**config.mk**
```make
export PLATFORM = sky130hd
export DESIGN_NAME = apb_slave_regfile
export DESIGN_NICKNAME = d
export VERILOG_FILES = /design/src/rtl/apb_pkg.sv /design/src/rtl/apb_reg_bank.sv /design/src/rtl/apb_slave_regfile.sv
export SDC_FILE = /design/constraint.sdc
export NUM_CORES = 1
export LEC_CHECK = 0
export CORE_ASPECT_RATIO = 1.5
export CORE_MARGIN = 8
export CORE_UTILIZATION = 59
export DETAILED_ROUTE_END_ITERATION = 8
export PLACE_DENSITY = 0.8
export SYNTH_ARGS = -nofsm -noshare
export SYNTH_HDL_FRONTEND = slang
export SYNTH_SLANG_ARGS = --single-unit
```
**constraint.sdc**
```tcl
create_clock -name clk -period 3.5 [get_ports clk]
set_clock_uncertainty 0.05 [all_clocks]
set_input_delay 0.525 -clock clk [delete_from_list [all_inputs] [get_ports clk]]
set_output_delay 0.525 -clock clk [all_outputs]
set_load 0.01 [all_outputs]
```
**src/rtl/apb_pkg.sv**
```systemverilog
// Shared definitions for the APB register-file slice.
//   apb_state_e  : APB slave transfer FSM states (IDLE, SETUP, ACCESS)
//   APB_ADDR_W   : default APB address width
//   APB_DATA_W   : default APB data width
//   APB_REG_NUM  : default number of registers in the bank
package apb_pkg;

  localparam int unsigned APB_ADDR_W  = 32;
  localparam int unsigned APB_DATA_W  = 32;
  localparam int unsigned APB_REG_NUM = 8;

  typedef enum logic [1:0] {
    IDLE   = 2'd0,
    SETUP  = 2'd1,
    ACCESS = 2'd2
  } apb_state_e;

endpackage

```
**src/rtl/apb_reg_bank.sv**
```systemverilog
// Register array behind the APB slave.
//   clk, rst_n : clock, asynchronous active-low reset (clears every register)
//   we         : write enable, commits wdata into regs[widx] at the rising edge
//   widx/wdata : write index and data
//   ridx/rdata : combinational read port
module apb_reg_bank
  import apb_pkg::*;
#(
  parameter int unsigned DATA_W  = APB_DATA_W,
  parameter int unsigned REG_NUM = APB_REG_NUM,
  parameter int unsigned IDX_W   = 3
) (
  input  logic              clk,
  input  logic              rst_n,
  input  logic              we,
  input  logic [IDX_W-1:0]  widx,
  input  logic [DATA_W-1:0] wdata,
  input  logic [IDX_W-1:0]  ridx,
  output logic [DATA_W-1:0] rdata
);

  logic [DATA_W-1:0] regs [REG_NUM];

  always_ff @(posedge clk or negedge rst_n) begin
    if (!rst_n) begin
      for (int unsigned i = 0; i < REG_NUM; i++) begin
        regs[i] <= '0;
      end
    end else if (we && (32'(widx) < REG_NUM)) begin
      regs[widx] <= wdata;
    end
  end

  always_comb begin
    rdata = '0;
    if (32'(ridx) < REG_NUM) begin
      rdata = regs[ridx];
    end
  end

endmodule

```
**src/rtl/apb_slave_regfile.sv**
```systemverilog
// APB slave exposing REG_NUM word registers starting at BASE_ADDR.
//   clk, rst_n      : clock, asynchronous active-low reset
//   psel, penable   : APB select / access-phase marker
//   pwrite          : 1 = write, 0 = read
//   paddr, pwdata   : byte address (bits [1:0] ignored), write data
//   prdata          : read data, nonzero only in the pready cycle of a read
//   pready          : one-cycle transfer completion, WAIT_CYCLES+1 ACCESS cycles after SETUP
//   pslverr         : out-of-range flag alongside pready when APB_SLVERR_EN is defined,
//                     otherwise tied to 0
module apb_slave_regfile
  import apb_pkg::*;
#(
  parameter int unsigned       ADDR_W      = APB_ADDR_W,
  parameter int unsigned       DATA_W      = APB_DATA_W,
  parameter int unsigned       REG_NUM     = APB_REG_NUM,
  parameter int unsigned       WAIT_CYCLES = 1,
  parameter logic [ADDR_W-1:0] BASE_ADDR   = '0
) (
  input  logic              clk,
  input  logic              rst_n,
  input  logic              psel,
  input  logic              penable,
  input  logic              pwrite,
  input  logic [ADDR_W-1:0] paddr,
  input  logic [DATA_W-1:0] pwdata,
  output logic [DATA_W-1:0] prdata,
  output logic              pready,
  output logic              pslverr
);

  localparam int unsigned IDX_W = (REG_NUM > 1) ? $clog2(REG_NUM) : 1;
  localparam int unsigned CNT_W = (WAIT_CYCLES > 0) ? $clog2(WAIT_CYCLES + 1) : 1;
  localparam logic [ADDR_W:0] SPAN = (ADDR_W + 1)'(4 * REG_NUM);

  apb_state_e        state_q, state_cur, state_d;
  logic [CNT_W-1:0]  cnt_q, cnt_d;
  logic [ADDR_W-1:0] addr_q, addr_d;
  logic              write_q, write_d;
  logic [DATA_W-1:0] wdata_q, wdata_d;
  logic              done;

  logic [ADDR_W-1:0] offset;
  logic              in_range;
  logic [IDX_W-1:0]  idx;
  logic [DATA_W-1:0] rdata;

  always_ff @(posedge clk or negedge rst_n) begin
    if (!rst_n) begin
      state_q <= IDLE;
      cnt_q   <= '0;
      addr_q  <= '0;
      write_q <= 1'b0;
      wdata_q <= '0;
    end else begin
      state_q <= state_d;
      cnt_q   <= cnt_d;
      addr_q  <= addr_d;
      write_q <= write_d;
      wdata_q <= wdata_d;
    end
  end

  // SETUP is the cycle in which the bus presents psel=1/penable=0 while the
  // FSM is otherwise idle, so it is resolved combinationally from IDLE and
  // never held in the state register. This lets a new setup phase directly
  // follow the pready cycle without losing a bus cycle.
  always_comb begin
    state_cur = state_q;
    if (state_q == IDLE && psel && !penable) begin
      state_cur = SETUP;
    end

    state_d = state_cur;
    cnt_d   = cnt_q;
    addr_d  = addr_q;
    write_d = write_q;
    wdata_d = wdata_q;
    done    = 1'b0;

    case (state_cur)
      IDLE: state_d = IDLE;
      SETUP: begin
        addr_d  = paddr;
        write_d = pwrite;
        wdata_d = pwdata;
        cnt_d   = CNT_W'(WAIT_CYCLES);
        state_d = ACCESS;
      end
      ACCESS: begin
        if (!psel) begin
          cnt_d   = '0;
          state_d = IDLE;
        end else if (cnt_q != '0) begin
          cnt_d = cnt_q - 1'b1;
        end else begin
          done    = 1'b1;
          state_d = IDLE;
        end
      end
      default: state_d = IDLE;
    endcase
  end

  assign offset   = addr_q - BASE_ADDR;
  assign in_range = (addr_q >= BASE_ADDR) && ({1'b0, offset} < SPAN);
  assign idx      = offset[IDX_W+1:2];

  apb_reg_bank #(
    .DATA_W  (DATA_W),
    .REG_NUM (REG_NUM),
    .IDX_W   (IDX_W)
  ) u_reg_bank (
    .clk   (clk),
    .rst_n (rst_n),
    .we    (done && write_q && in_range),
    .widx  (idx),
    .wdata (wdata_q),
    .ridx  (idx),
    .rdata (rdata)
  );

  assign pready = done;
  assign prdata = (done && !write_q && in_range) ? rdata : '0;

`ifdef APB_SLVERR_EN
  assign pslverr = done && !in_range;
`else
  assign pslverr = 1'b0;
`endif

endmodule

```
Yosys cells after proc, flatten, opt, wreduce, memory -nomap -nowiden
Index checks and enable logic that the tools add are counted.

storage, ports and cells
  output and inout port bits = 34
  register bits after elaboration = 324
  word-level logic and storage cells = 50
  input bits = 69

operators by class
  mux-type cells = 17
  equal/unequal tests = 2
  bitwise operators = 1
  reduce and logical (&&, ||, !) cells = 12
  $add $sub $neg = 1
  magnitude comparators = 4

operator list
  cell                                                                                   count
  256-bit bitwise mux                                                                    1
  32-bit two-way mux                                                                     4
  32-bit binary-select mux with 3-bit select                                             1
  32-bit demux with 3-bit select                                                         1
  32-bit by 1-bit greater-or-equal comparator with 1-bit output (second input constant)  1
  32-bit by 6-bit < comparator with 1-bit output (second input constant)                 1
  1-bit logical AND                                                                      8
  2-bit two-way mux                                                                      3
  1-bit two-way mux                                                                      5
  4-bit greater-or-equal comparator (second input constant)                              1
  4-bit by 1-bit < comparator with 1-bit output (second input constant)                  1
  3-bit NOT with 4-bit output                                                            1
  2-bit one-hot mux with 2 select lines                                                  1
  2-bit by 1-bit == test with 1-bit output (second input constant)                       1
  2-bit == test (second input constant)                                                  1
  1-bit zero test                                                                        2
  2-bit zero test                                                                        1
  1-bit one-hot mux with 2 select lines                                                  1
  2-bit nonzero test                                                                     1
  1-bit subtractor (second input constant)                                               1

Depth between registers and ports, before layout
Gate-level depths: netlist of run 1.

  depth in word-level cells = 9
  depth in mapped cells = 9
  gate-level depth less buffers = 7

Hierarchy
From an unflattened synthesis of run 1, not the netlist that was laid out.

second synthesis, totals
  cells, all modules = 903
  area, all modules = 14750.4 um^2

modules (own cells, without submodules)
  module             times used  sequential area each (um^2)  cells an instance  area an instance (um^2)
  apb_reg_bank       1           6406.1                       665                11639.9
  apb_slave_regfile  1           1651.6                       238                3110.5

Worst setup path before layout of run 1
Ideal clock, no wire load.

  path type = input -> output
  from = in penable
  to = out prdata[11]
  arrival time = 2550 ps
  buffers on the path = 2
  path slack = 375 ps
  stages on the path = 9
  required time = 2925 ps
  path through = inv_1 > a31oi_1 > ha_1 > and3b_2 > nand4_4 > or3_1 > clkbuf_1 > buf_6 > a221oi_1

between the ends
  word-level cells in the longest chain between the ends = 8

RTL lines
  what                             line                      RTL
  start: declaration               apb_slave_regfile.sv:22   input logic penable,
  1-bit zero test                  apb_slave_regfile.sv:69   if (state_q == IDLE && psel && !penable) begin
  1-bit logical AND                apb_slave_regfile.sv:69
  2-bit two-way mux                apb_slave_regfile.sv:69
  2-bit == test                    apb_slave_regfile.sv:80   case (state_cur)
  1-bit two-way mux                apb_slave_regfile.sv:80
  named net pready                 apb_slave_regfile.sv:27   output logic pready,
  1-bit logical AND (2 in series)  apb_slave_regfile.sv:123  assign prdata = (done && !write_q && in_range) ? rdata : '0;
  32-bit two-way mux               apb_slave_regfile.sv:123
  end: declaration                 apb_slave_regfile.sv:26   output logic [DATA_W-1:0] prdata,

The timed path passes the listed nets, and every way through them passes these cells.

Final worst setup path of run 1
  from = in penable
  to = out prdata[5]

between the ends
  word-level cells in the longest chain between the ends = 8

RTL lines
  what                             line
  1-bit zero test                  apb_slave_regfile.sv:69
  1-bit logical AND                apb_slave_regfile.sv:69
  2-bit two-way mux                apb_slave_regfile.sv:69
  2-bit == test                    apb_slave_regfile.sv:80
  1-bit two-way mux                apb_slave_regfile.sv:80
  1-bit logical AND (2 in series)  apb_slave_regfile.sv:123
  32-bit two-way mux               apb_slave_regfile.sv:123

No other way between the ends.

==> results_dict.tcl, run 1 <==
set metrics [dict create \
    comb_power_share_pct 10.4 \
    cts_buffers 31 \
    netlist_top_cells_count "dfrtp_1 (322), mux2_2 (302), mux4_2 (33)" \
    place_congestion 0.7660 \
    yosys.area.top_type_share_pct 55.26 \
    setup_viol 0 \
    rsz0062_at_grt "yes" \
    fin_crit_ps 3386 \
    crit_fanout 14 \
    path_class "input pin to output pin" \
    ant_nets 0 \
    critPathBufInv 5 \
    core-area_sq_mm 0.02435 \
    clk_path_buf_depth 3 \
    start_kind "input pin" \
    p_clk_share_pct 42.6 \
    grt_pass1_wl_mm 53.88 \
    grt_usage_pct 23.00 \
    crit_arrival_ps 2810 \
    drt-initial-drc-count 552 \
    clock-sinks 322 \
    vias 8605 \
    final_util_pct 70.53 \
    cp_slowest_cell "clkdlybuf4s50_1" \
    crit_family "buffers and inverters" \
    fin_area_sq_mm 0.01717 \
    clock.fmax_ghz 0.2954 \
    syn_nets 1000 \
    drt-total-wl_mm 33.40 \
    fillers 1662 \
    report.final.slew_viol_count 0 \
    synth_enable_flop_cells 0 \
    cp_data_required_time_ps 2920 \
    avgSynthCellArea_sq_um 15.70 \
    end_kind "output pin" \
    maxCapViolCount 0 \
    whs_ps 438.0 \
    syn-cell-area_sq_mm 0.01458 \
    switching_share_pct 24.96 \
    die_h_um 208.5 \
    die_area_sq_mm 0.03010 \
    drt_first_pass_iters 5 \
    die_x_um 144.4 \
    clk_latency_ps 550 \
    postSynthCellCount 929 \
    p_sw_mw 2.190 \
    r2r_cells 9 \
    cp.depth 11 \
    cts.reportedPaths.clkPinSlew_ps 60 \
    viasPerCell 6.138 \
    worstMarginPinSlew_ps 789.0 \
    max_slew_margin_pct 47.34 \
    worstPathCellList "clkdlybuf4s50_1, inv_1, a31oi_2, ha_1, and3b_2, nand4_4, or3_4, buf_6, buf_4, nor2_1, dlygate4sd2_1" \
    total_power_mw 8.772 \
    portBuffers 99 \
    synth_cell_types 39 \
    outcome "finished, final reports clean" \
    cts_max_level 1 \
    antenna_cells 0 \
    ir_worst_vdd_mv 0.4736 \
    min_path_type "register to register" \
    cts_tree "yes" \
    synth_area_leader_cell "dfrtp_1" \
    intPower_mw 6.582 \
    fin_nets 1125 \
    hold_viol 0 \
    power_frac_seq_pct 47.0 \
    layout-drive-gt1-share_pct 48.79 \
    grt_pass1_vias 9453 \
    initial_utilization_pct 59.89 \
    holdPathStages 1 \
    io_pins 103 \
    ys.flop_type "dfrtp_1" \
    routedWlPerCell_um 23.83 \
    power_leakage_nw 8.069 \
    area_growth_pct 17.77 \
    antenna_found_initial 0 \
    min_period_over_period_pct 96.74 \
    dp_hpwl_mm 21.21 \
    dpl_cell_area_sq_mm 0.01606 \
    cts_root_buf "clkbuf_16" \
    slowest_delay_ps 450 \
    yosys-top-cells-area "dfrtp_1 (55%), mux2_2 (23%), mux4_2 (5.1%)" \
    drcViolationCount 0 \
    yosysMostFrequentCell "dfrtp_1" \
    powerDensity_mw_per_mm2 510.8 \
    grt_max_degree 79 \
    synth-seq-cells 322 \
    overflow 0 \
    ys_warn_count 0 \
    rows 70 \
    synth-seq-area-share_pct 55.26 \
    ys_async_sr_fraction_pct 100.0 \
]
==> timing repair <==
item                                    4_1_cts  5_1_grt
endpoints found under the hold margin        58        0
gates resized for setup                      43       38
setup buffers                                 1        0
endpoints found under the setup margin       32       25
pin swaps                                     0        0
hold buffers                                  1        0
==> final timing paths <==
path                                                 startpoint                               end  slack (ps)
worst max-delay path                                    penable                         prdata[5]         110
worst min-delay path            u_reg_bank.regs[99]$_DFFE_PN0P_   u_reg_bank.regs[99]$_DFFE_PN0P_         440
worst max register to register             state_q[1]$_DFF_PN0_  u_reg_bank.regs[112]$_DFFE_PN0P_         830
worst min register to register  u_reg_bank.regs[99]$_DFFE_PN0P_   u_reg_bank.regs[99]$_DFFE_PN0P_         440
max in group asynchronous                                 rst_n           wdata_q[17]$_DFFE_PN0N_        2070
min in group asynchronous                                 rst_n             addr_q[5]$_DFFE_PN0N_         450
==> layout make-up <==
class                           instances  area (sq um)  area share, %
Clock buffer                           39         855.8          4.984
Inverter                                7         26.28         0.1530
Timing Repair Buffer                  156          1448          8.430
Tap cell                              324         405.4          2.361
Sequential cell                       322          8061          46.94
Multi-Input combinational cell        536          6076          35.38
Clock inverter                         18         300.3          1.749
==> layer usage <==
metal	up-vias	global-route usage [%]	part of all wire (%)
met3	54	3.232	4.4
met1	4604	29.18	40
li1	3726	-	-
met5	-	0	0
met4	0	7.349	2.5
met2	221	39.57	53
==> power by group through the flow <==
stage | Sequential [mW] | Combinational (mW) | Clock (mW)
4_1_cts | 4.12 | 0.917 | 3.78
2_1_floorplan | 4.08 | 0.542 | 0
3_3_place_gp | 4.18 | 0.905 | 0
5_1_grt | 4.15 | 0.973 | 3.94
3_5_place_dp | 4.19 | 0.907 | 0
6_report | 4.12 | 0.911 | 3.74
==> cells in the final DEF, fill, tap and decap left out, drive strengths merged, types with 5 or more instances in the layout <==
master / n
nor2: 7
o221ai: 30
clkinv: 8
mux4: 33
dlygate4sd2: 15
nor4: 14
mux2i: 9
bufinv: 8
nand2b: 5
inv: 8
nand2: 30
a211oi: 5
clkdlybuf4s50: 66
o22ai: 16
clkbuf: 53
buf: 59
dfrtp: 322
a221oi: 10
a21oi: 11
mux2: 340
==> cell families after synthesis <==
logic type / after synthesis / share of synthesized area, %
muxes: 382 / 32.74
DFF: 322 / 55.26
AOI/OAI and AO/OA: 84 / 4.548
buffers and inverters: 71 / 3.364
and+or+nand+nor: 67 / 3.887
adders and majority gates: 2 / 0.1716
other: 1 / 0.02572
==> metrics by stage <==
stage | worst slack [ps] | std cells | setup TNS, ps
2_1_floorplan | 374.9 | 929 | 0
6_report | 114.2 | 1402 | 0
5_1_grt | -47.71 | 1402 | -52.91
3_5_place_dp | -336.1 | 1343 | -6098
4_1_cts | 21.90 | 1402 | 0
3_3_place_gp | -199.0 | 1343 | -3798
==> sequential cells by signal, indices dropped and copies added, names as in the netlist <==
signal and count:
addr_q 30, cnt_q 1, state_q 2, u_reg_bank.regs 256
wdata_q 32, write_q 1
Note: power is estimated with default switching activity, not from simulation.
==> run 2: changes to the inputs <==
- CORE_UTILIZATION: 59 -> 25
- PLACE_DENSITY: 0.8 -> unset
- SETUP_SLACK_MARGIN: unset -> 0.02
==> results_dict.tcl, run 2 (synthesized netlist as in run 1, its figures left out) <==
set metrics [dict create \
    powerDensity_mw_per_mm2 496.9 \
    portBuffers 99 \
    cts_tree "yes" \
    clock-sinks 322 \
    viasPerCell 4.638 \
    hold_viol 0 \
    cp_slowest_cell "clkdlybuf4s50_1" \
    layout-drive-gt1-share_pct 50.23 \
    path_class "input pin to output pin" \
    cts_buffers 36 \
    reg2reg_to "u_reg_bank.regs[239]$_DFFE_PN0P_" \
    grt_max_degree 90 \
    setup_viol 0 \
    die_h_um 311.8 \
    r2r_start "addr_q[2]$_DFFE_PN0N_" \
    use_met1_pct 15.17 \
    die_area_sq_mm 0.06647 \
    initial_utilization_pct 25.21 \
    max_slew_margin_pct 48.55 \
    report.final.slew_viol_count 0 \
    reg_top3 "u_reg_bank.regs x256, wdata_q x32, addr_q x30" \
    overflow 0 \
    use_met2_pct 20.28 \
    largest_reg_flops 256 \
    fin_crit_ps 3384 \
    r2r_cells 6 \
    min_path_type "input pin to register" \
    final_util_pct 30.96 \
    cts_max_level 2 \
    crit_arrival_ps 2810 \
    worstPathCellList "clkdlybuf4s50_1, inv_1, a31oi_4, ha_2, and3b_2, nand4_4, or3_4, buf_4, buf_12, a21oi_1, clkdlybuf4s15_1" \
    rsz0062_at_grt "yes" \
    worstMarginPinSlew_ps 771.7 \
    ir_worst_vdd_mv 0.3025 \
    io_pins 103 \
    maxCapViolCount 0 \
    cts_root_buf "clkbuf_16" \
    crit_fanout 13 \
    holdPathStages 4 \
    top_usage_layer "met2" \
    fin_setup_tns_ps 0 \
    final_common_cell "dfrtp_1" \
    largest-register "u_reg_bank.regs" \
    drt-initial-drc-count 441 \
    met3_usage_pct 2.311 \
    min_from "psel" \
    dp_hpwl_mm 26.04 \
    clk_path_buf_depth 3 \
    start_kind "input pin" \
    cp_data_required_time_ps 2920 \
    end_kind "output pin" \
    routedWlPerCell_um 21.31 \
    cts.reportedPaths.clkPinSlew_ps 60 \
    die_x_um 213.2 \
    grt_usage_pct 12.17 \
    power_leakage_nw 8.145 \
    area_growth_pct 22.80 \
    place_congestion 0.7213 \
    placed_cells 1791 \
    grt_pass1_wl_mm 61.49 \
    fin_nets 1141 \
    core-area_sq_mm 0.05784 \
    drcViolationCount 0 \
    drt_first_pass_iters 5 \
    rrSetupSlack_ps 800 \
    min_period_over_period_pct 96.68 \
    grt_pass1_vias 9576 \
    outcome "finished, final reports clean" \
    antenna_found_initial 1 \
    vias 8645 \
    layout_common_cells "dfrtp_1 (319), mux2_2 (302), clkdlybuf4s50_1 (65)" \
    clk_latency_ps 550 \
    clock.fmax_ghz 0.2955 \
    total_power_mw 8.898 \
    slowest_delay_ps 450 \
    ant_nets 0 \
    holdPathEnd "state_q[0]$_DFF_PN0_" \
    rows 108 \
    stdcell_count 1864 \
    drt-total-wl_mm 39.72 \
]
run 2: cell count changes in the layout (fill, tap and decap cells not counted), sizes merged:
cell / previous run / this run
dlygate4sd2: 15 / 4
clkdlybuf4s15: 1 / 5
clkinvlp: 1 / 2
bufinv: 8 / 1
diode: 0 / 1
inv: 8 / 7
clkdlybuf4s50: 66 / 65
buf: 59 / 87
clkbuf: 53 / 54
dlymetal6s2s: 0 / 1
run 2: final cells by class:
class	instances	area [sq um]
Antenna cell	1	2.502
Timing Repair Buffer	167	1587
Fill cell	5869	39930
Multi-Input combinational cell	536	6087
Tap cell	770	963.4
Inverter	7	26.28
Clock buffer	50	1076
Sequential cell	322	8064
Clock inverter	11	100.1
run 2: power breakdown:
part	internal (mW)	switching, mW	total [mW]	leakage (nW)
Sequential	3.86	0.275	4.14	4.35
Combinational	0.418	0.559	0.978	3.21
Clock	2.22	1.56	3.79	0.579
Total	6.50	2.40	8.90	8.15
run 2: timing repair:
item | CTS | global route
gates resized for setup | 97 | 21
pin swaps | 2 | 4
buffers inserted | 7 | 3
endpoints found under the hold margin | 73 | 0
endpoints found under the setup margin | 32 | 28
hold buffers | 1 | 0
run 2: worst max path at each step:
stage	startpoint	endpoint	slack, ps	depth (start not counted)
after floorplan	penable	prdata[11]	370	9
after global routing	penable	prdata[13]	10	11
after CTS	penable	prdata[2]	-40	12
after global placement	penable	prdata[13]	-570	10
final	penable	prdata[22]	120	11
after detailed placement	penable	prdata[13]	-630	10
run 2: through the flow:
step                setup slack [ps]  hold slack (ps)  instance area [sq um]
floorplan                      374.9            179.4                  14580
global placement              -573.6            412.2                  16690
detailed placement            -634.7            424.4                  16690
CTS                           -44.05            437.8                  17910
global route                   13.50            396.3                  17900
finish                         116.4            404.4                  17910
run 2: worst max-delay path, delay by kind of cell:
family	cells	cell delay, ps
and+or+nand+nor	3	710
AOI/OAI and AO/OA	2	280
adders and majority gates	1	200
buffers and inverters	5	1090
run 2: routing by layer:
metal  up-vias  part of all wire [%]
li1       3748                     -
met1      4635                    42
met2       184                    50
met3        78                   4.3
met5         -                     0
met4         0                   3.8
==> run 3: changes to the inputs <==
- SKIP_CTS_REPAIR_TIMING: unset -> 1
==> results_dict.tcl, run 3 (synthesized netlist as in run 1, its figures left out) <==
set metrics [dict create \
    outcome "finished, final reports clean" \
    grt_pass1_vias 9538 \
    end_kind "output pin" \
    reg2reg_to "u_reg_bank.regs[247]$_DFFE_PN0P_" \
    layout-drive-gt1-share_pct 49.45 \
    clock-sinks 322 \
    drt-total-wl_mm 39.74 \
    die_x_um 213.2 \
    reg_top3 "u_reg_bank.regs x256, wdata_q x32, addr_q x30" \
    slowest_delay_ps 440 \
    final_common_cell "dfrtp_1" \
    cts_max_level 2 \
    crit_fanout 13 \
    min_from "psel" \
    worstMarginPinSlew_ps 757.6 \
    start_kind "register" \
    path_class "register to output pin" \
    maxCapViolCount 0 \
    io_pins 103 \
    clk_latency_ps 550 \
    rrSetupSlack_ps 810 \
    overflow 0 \
    clk_path_buf_depth 3 \
    powerDensity_mw_per_mm2 494.8 \
    place_congestion 0.7213 \
    r2r_start "addr_q[2]$_DFFE_PN0N_" \
    largest-register "u_reg_bank.regs" \
    grt_pass1_wl_mm 61.12 \
    largest_reg_flops 256 \
    critPathBufInv 4 \
    cts_tree "yes" \
    cp_slowest_cell "or3_4" \
    routedWlPerCell_um 21.33 \
    vias 8623 \
    cts_buffers 36 \
    rows 108 \
    hold_viol 0 \
    worstPathCellList "inv_2, a31oi_4, ha_2, and3b_2, nand4_4, or3_4, buf_4, buf_12, a221oi_4, buf_2" \
    crit_arrival_ps 2820 \
    antenna_found_initial 1 \
    power_leakage_nw 8.457 \
    place_ws_ps -634.7 \
    layout_common_cells "dfrtp_1 (319), mux2_2 (302), clkdlybuf4s50_1 (64)" \
    crit_family "simple AND/OR/NAND/NOR gates" \
    grt_usage_pct 12.09 \
    setup_ws_ps 103.6 \
    max_slew_margin_pct 49.49 \
    area_growth_pct 23.48 \
    cts_root_buf "clkbuf_16" \
    cp_data_required_time_ps 2920 \
    fin_nets 1140 \
    die_h_um 311.8 \
    clock.fmax_ghz 0.2944 \
    whs_ps 409.4 \
    viasPerCell 4.629 \
    drt-initial-drc-count 443 \
    cts.reportedPaths.clkPinSlew_ps 60 \
    fin_crit_ps 3396 \
    initial_utilization_pct 25.21 \
    r2r_cells 6 \
    drt_first_pass_iters 5 \
    report.final.slew_viol_count 0 \
    ir_worst_vdd_mv 0.3023 \
    portBuffers 99 \
    holdPathEnd "state_q[0]$_DFF_PN0_" \
    core-area_sq_mm 0.05784 \
    grt_max_degree 90 \
    drcViolationCount 0 \
    min_period_over_period_pct 97.04 \
    rsz0062_at_grt "yes" \
    dp_hpwl_mm 26.04 \
    die_area_sq_mm 0.06647 \
    min_path_type "input pin to register" \
    ant_nets 0 \
    holdPathStages 4 \
    setup_viol 0 \
]
-- run 3: worst max-delay path by stage --
stage                     slack, ps  depth (start not counted)    endpoint            startpoint
final                           100                         10  prdata[19]  state_q[1]$_DFF_PN0_
after global routing            -50                         10  prdata[13]  state_q[1]$_DFF_PN0_
after CTS                      -650                          9  prdata[13]  state_q[1]$_DFF_PN0_
after detailed placement       -630                         10  prdata[13]               penable
after global placement         -570                         10  prdata[13]               penable
after floorplan                 370                          9  prdata[11]               penable
-- run 3: layout make-up --
cell class / instances / area (sq um)
Antenna cell: 1 / 2.502
Timing Repair Buffer: 166 / 1663
Sequential cell: 322 / 8064
Inverter: 7 / 26.28
Fill cell: 5869 / 39830
Clock buffer: 50 / 1076
Multi-Input combinational cell: 536 / 6110
Tap cell: 770 / 963.4
Clock inverter: 11 / 100.1
-- run 3: worst register-to-register path, stage by stage (launching register included) --
cell	delay, ps
dfrtp_4	600
buf_8	210
inv_1	350
nand2_1	340
nor4_4	290
buf_4	350
mux2_2	380
-- run 3: layer usage --
metal | track usage, % | wire, um | up-vias
met3 | 2.331 | 1660 | 77
met2 | 20.20 | 20000 | 181
li1 | - | - | 3743
met5 | 0 | 0 | -
met4 | 5.089 | 1436 | 0
met1 | 15.00 | 16640 | 4622
-- run 3: report_power, final --
part | switching (mW) | internal (mW) | total [mW]
Clock | 1.57 | 2.22 | 3.79
Combinational | 0.565 | 0.417 | 0.983
Sequential | 0.274 | 3.86 | 4.13
-- run 3: stage by stage --
stage | instances | power, mW | setup TNS (ps) | cell area, sq um | util [%]
CTS | 1852 | 9.050 | -17510 | 17860 | 30.89
global route | 1862 | 9.294 | -59.58 | 18000 | 31.13
floorplan | 929 | 4.618 | 0 | 14580 | -
finish | 1863 | 8.909 | 0 | 18000 | 31.13
global placement | 1791 | 5.166 | -15320 | 16690 | 28.85
detailed placement | 1791 | 5.174 | -16980 | 16690 | 28.85
==> RTL change 1 (flow settings as in run 2) <==
Build with the macro `APB_SLVERR_EN` defined.
--- a/src/rtl/apb_slave_regfile.sv
+++ b/src/rtl/apb_slave_regfile.sv
@@ -8,4 +8,6 @@
 //   pslverr         : out-of-range flag alongside pready when APB_SLVERR_EN is defined,
 //                     otherwise tied to 0
+`define APB_SLVERR_EN
+
 module apb_slave_regfile
   import apb_pkg::*;
Function: changed (a bounded check fails within 4 cycles, from zero or initial values and one cycle with rst_n low).
==> RTL change 1 against run 2 <==
- the run now ends with setup timing left
- wire length grew 2.8%
- via count grew 2.9%
- total power shrank 2.2%
- sequential share of layout area shrank 0.22 points
- setup slack lost 0.12 ns
- sequential cell count is the same
- area after synthesis shrank 0.52%
- design area grew 0.52%
- combinational power grew 16%
- critical endpoint is now prdata[8]
- largest cell class unchanged
==> RTL change 1: results (changes against run 2) <==
metric,value,unit,change
cts_buffers,30,,was 36
portBuffers,100,,was 99
holdWs,0.437,ns,was 0.404 ns
gp_congestion,0.739,,was 0.721
ys_top_cells_by_count,"322 x dfrtp_1, 319 x mux2_2, 30 x o22ai_1",,"was 322 x dfrtp_1, 302 x mux2_2, 33 x mux4_2"
synthesis.nets,1046,,was 1000
slowest_delay,0.61,ns,was 0.45 ns
crit_slowest_cell,or4_4,,was clkdlybuf4s50_1
grt_pass1_wl,63100,µm,was 61500 µm
max_slew_margin,40.7,%,was 48.6%
setup_violations,1,,was 0
dr.first_iter.drc_count,497,,was 441
dp_slack,-0.442,ns,was -0.635 ns
antenna_found_initial,2,,was 1
layout_setup_ws,-0.00330,ns,was 0.116 ns
placed_area,16700,µm²,about the same
nets,1189,,was 1141
insertion_delay,0.57,ns,was 0.55 ns
holdCritStartpoint,u_reg_bank.regs[252],,was psel
min_to,u_reg_bank.regs[252],,was state_q[0]
wl_per_cell,21.4,µm,was 21.3 µm
grt_start_max_net_pins,105,,was 90
ctsHtreeMaxLevel,1,,was 2
r2r-start,state_q[1],,was addr_q[2]
leakage,8.26,nW,was 8.15 nW
regToRegSetupSlack,0.85,ns,was 0.80 ns
synth_area_leaders,"dfrtp_1 56%, mux2_2 25%, mux4_2 3.0%, mux2_1 1.7%, o221ai_1 1.7%",,"was dfrtp_1 55%, mux2_2 23%, mux4_2 5.1%, mux2_4 3.1%, nor4_4 2.0%"
num_vias,8897,,was 8645
routed_wl,40900,µm,was 39700 µm
hp-class,reg2reg,,was in2reg
critPathTopFamily,simple AND/OR/NAND/NOR gates,,was buffers and inverters
netlist_instances,975,,was 929
outcome,"complete, but fails checks",,was completed
place_hpwl,27000,µm,was 26000 µm
crit_end,prdata[8],,was prdata[22]
drive_gt1_share,48.7,%,was 50.2%
pg_clk,3.44,mW,was 3.79 mW
combinationalPowerShare,13.0,%,was 11.0%
min_path_cells,1,,was 4
postCtsSetupRepairBufs,11,,was 7
grt_use_total,12.4,%,was 12.2%
violations,setup timing,,
finalSetupTns,-0.00330,ns,was 0 ns
ir_drop,364,µV,was 303 µV
drt-pass1-iter-count,4,,was 5
cp-start-kind,flop,,was input port
synth_cell_type_count,48,,was 39
p_int,6.34,mW,was 6.50 mW
crit_fanout,6,,was 13
grt_pass1_vias,9824,,was 9576
yosysSeqAreaShare,55.6,%,was 55.3%
r2r_cells,10,,was 6
dp.cells,1837,,was 1791
RTL change 1: cells by family (layout without fill, tap and decap cells):
group                    Yosys count  after routing  synth area share, %
AND/OR/NAND/NOR                   83             84                 4.06
flip-flops                       322            322                 55.6
AO/OA/AOI/OAI                    114            114                 6.44
other                              0              2                    0
multiplexers                     375            375                 30.5
buffers and inverters             79            242                 3.32
adder cells (fa/ha/maj)            2              2                0.172
RTL change 1: area by class of cell:
class                   count  area [µm²]  share of cell area, %
diodes                      2        5.00                 0.0278
well taps                 770         963                   5.35
multi-input cells         575        6160                   34.2
clock inverters            10         165                  0.918
inverters                  10        37.5                  0.209
flip-flops and latches    322        8070                   44.8
clock buffers              43         870                   4.83
repair buffers            179        1730                   9.60
RTL change 1: layer usage:
layer | wire [µm] | up-vias | global-route usage [%]
li1 | - | 3922 | -
met1 | 16800 | 4747 | 15.1
met2 | 21200 | 177 | 22.3
met3 | 1550 | 51 | 1.55
met4 | 1330 | 0 | 4.01
met5 | 0 | - | 0
==> RTL change 2 (config.mk and constraints of run 2) <==
Made on the original files. Make the reset (`rst_n`) synchronous in 2 clocked blocks. Comments in the files are not updated.
--- a/src/rtl/apb_reg_bank.sv
+++ b/src/rtl/apb_reg_bank.sv
@@ -22,5 +22,5 @@
   logic [DATA_W-1:0] regs [REG_NUM];
 
-  always_ff @(posedge clk or negedge rst_n) begin
+  always_ff @(posedge clk) begin
     if (!rst_n) begin
       for (int unsigned i = 0; i < REG_NUM; i++) begin
--- a/src/rtl/apb_slave_regfile.sv
+++ b/src/rtl/apb_slave_regfile.sv
@@ -45,5 +45,5 @@
   logic [DATA_W-1:0] rdata;
 
-  always_ff @(posedge clk or negedge rst_n) begin
+  always_ff @(posedge clk) begin
     if (!rst_n) begin
       state_q <= IDLE;
Behaviour: differs if rst_n is asserted again (counterexample within 4 cycles, from zero or initial values and one cycle with rst_n low); with rst_n held inactive, the same outputs for 4 cycles.
==> RTL change 2 against run 2 <==
- count of clock-buffer cells in the layout decreased by 7
- design area up 11%
- first-iteration DRC count rose by 19%
- setup slack improved by 0.034 ns
- area after synthesis up 12%
- sequential cell count is 3 higher
- cell count up 12%
- total power down 1.2%
- wire length increased by 10%
- critical path type unchanged
==> RTL change 2: results (changes against run 2) <==
metric,value,unit,change
holdCritStartpoint,addr_q[14],,was psel
r2r-start,state_q[1],,was addr_q[2]
cts_buffers,34,,was 36
dp_slack,-0.222,ns,was -0.635 ns
leakage,5.68,nW,was 8.15 nW
synth-edff-count,256,,was 0
place_hpwl,27500,µm,was 26000 µm
dp.cells,2027,,was 1791
antenna_found_initial,4,,was 1
ir_drop,293,µV,was 303 µV
synth_adder_area_share,0.153,%,was 0.172%
gp_congestion,0.723,,was 0.721
grt_pass1_wl,66300,µm,was 61500 µm
grt_start_max_net_pins,79,,was 90
portBuffers,99,,unchanged
dr.first_iter.drc_count,525,,was 441
finalSetupTns,0,ns,unchanged
cp.arrival,2.77,ns,was 2.81 ns
nFillCells,6454,,was 5869
critPathTopFamily,buffers and inverters,,unchanged
synth_area_per_cell,14.6,µm²,was 15.7 µm²
grt_pass1_vias,10700,,was 9576
outcome,completed,,unchanged
wl_per_cell,21.0,µm,was 21.3 µm
synth_cell_type_count,29,,was 39
synth-compound-area-share,0.543,%,was 4.55%
synth.mux.area_fraction,14.6,%,was 32.7%
synthesis.nets,1188,,was 1000
viasPerCell,4.86,,was 4.64
ys_top_cells_by_count,"256 x edfxtp_1, 208 x nor4_2, 95 x mux2i_1",,"was 322 x dfrtp_1, 302 x mux2_2, 33 x mux4_2"
grt_use_total,11.6,%,was 12.2%
nets,1260,,was 1141
hp-class,reg2reg,,was in2reg
drt-pass1-iter-count,4,,was 5
worst_pin_slew,0.920,ns,was 0.772 ns
instances_no_fill,2092,,was 1864
multi_input_area,6880,µm²,was 6090 µm²
async_flop_share,0,%,was 100%
yosysSeqAreaShare,55.5,%,was 55.3%
insertion_delay,0.52,ns,was 0.55 ns
synth_area_leaders,"edfxtp_1 47%, nor4_2 16%, mux4_2 8.8%, dfxtp_1 8.4%, mux2i_1 5.8%",,"was dfrtp_1 55%, mux2_2 23%, mux4_2 5.1%, mux2_4 3.1%, nor4_4 2.0%"
crit_fanout,12,,was 13
placed_area,18800,µm²,was 16700 µm²
drive_gt1_share,36.7,%,was 50.2%
-- RTL change 2: cells by family after synthesis --
group | count (synthesis)
other | 1
buffers and inverters | 142
and+or+nand+nor | 477
AOI/OAI and AO/OA | 11
muxes | 159
DFF | 325
adders and majority gates | 2
-- RTL change 2: routing by layer --
layer / global-route usage (%) / part of all wire, %
met1: 13.5 / 40
met2: 20.8 / 51
met3: 2.17 / 5.3
met4: 4.74 / 3.4
met5: 0 / 0.13
-- RTL change 2: area by class of cell --
cell class / instances / share of cell area (%)
flip-flops and latches: 325 / 45.9
multi-input cells: 650 / 34.7
repair buffers: 176 / 8.54
well taps: 877 / 5.54
clock buffers: 43 / 4.58
clock inverters: 18 / 0.676
inverters: 2 / 0.0379
diodes: 1 / 0.0126
-- RTL change 2: what timing repair did --
| item | 4_1_cts | 5_1_grt |
|---|---|---|
| cloned | 0 | 0 |
| setup buffers | 3 | 0 |
| endpoints found under the hold margin | 0 | 0 |
| pin swaps | 2 | 0 |
| gates resized for setup | 40 | 52 |
| setup endpoints to repair | 32 | 23 |
-- RTL change 2: tightest hold or removal path, stage by stage (launching register included) --
cell and delay [ns]:
dfxtp_1 0.33, mux2i_1 0.06, nor2b_1 0.09
-- RTL change 2: power by group --
group          switching, mW  internal (mW)  leakage, nW  total (mW)
registers             0.0782           4.29         3.22        4.36
clock network           1.52           1.93        0.493        3.44
logic                  0.635          0.349         1.97       0.984
-- RTL change 2: worst paths after layout --
| kind | endpoint | slack, ns | cells past startpoint |
|---|---|---|---|
| min | addr_q[14] | 0.47 | 2 |
| min reg2reg | addr_q[14] | 0.47 | 2 |
| max | prdata[9] | 0.15 | 11 |
| max reg2reg | u_reg_bank.regs[0][20] | 0.61 | 9 |
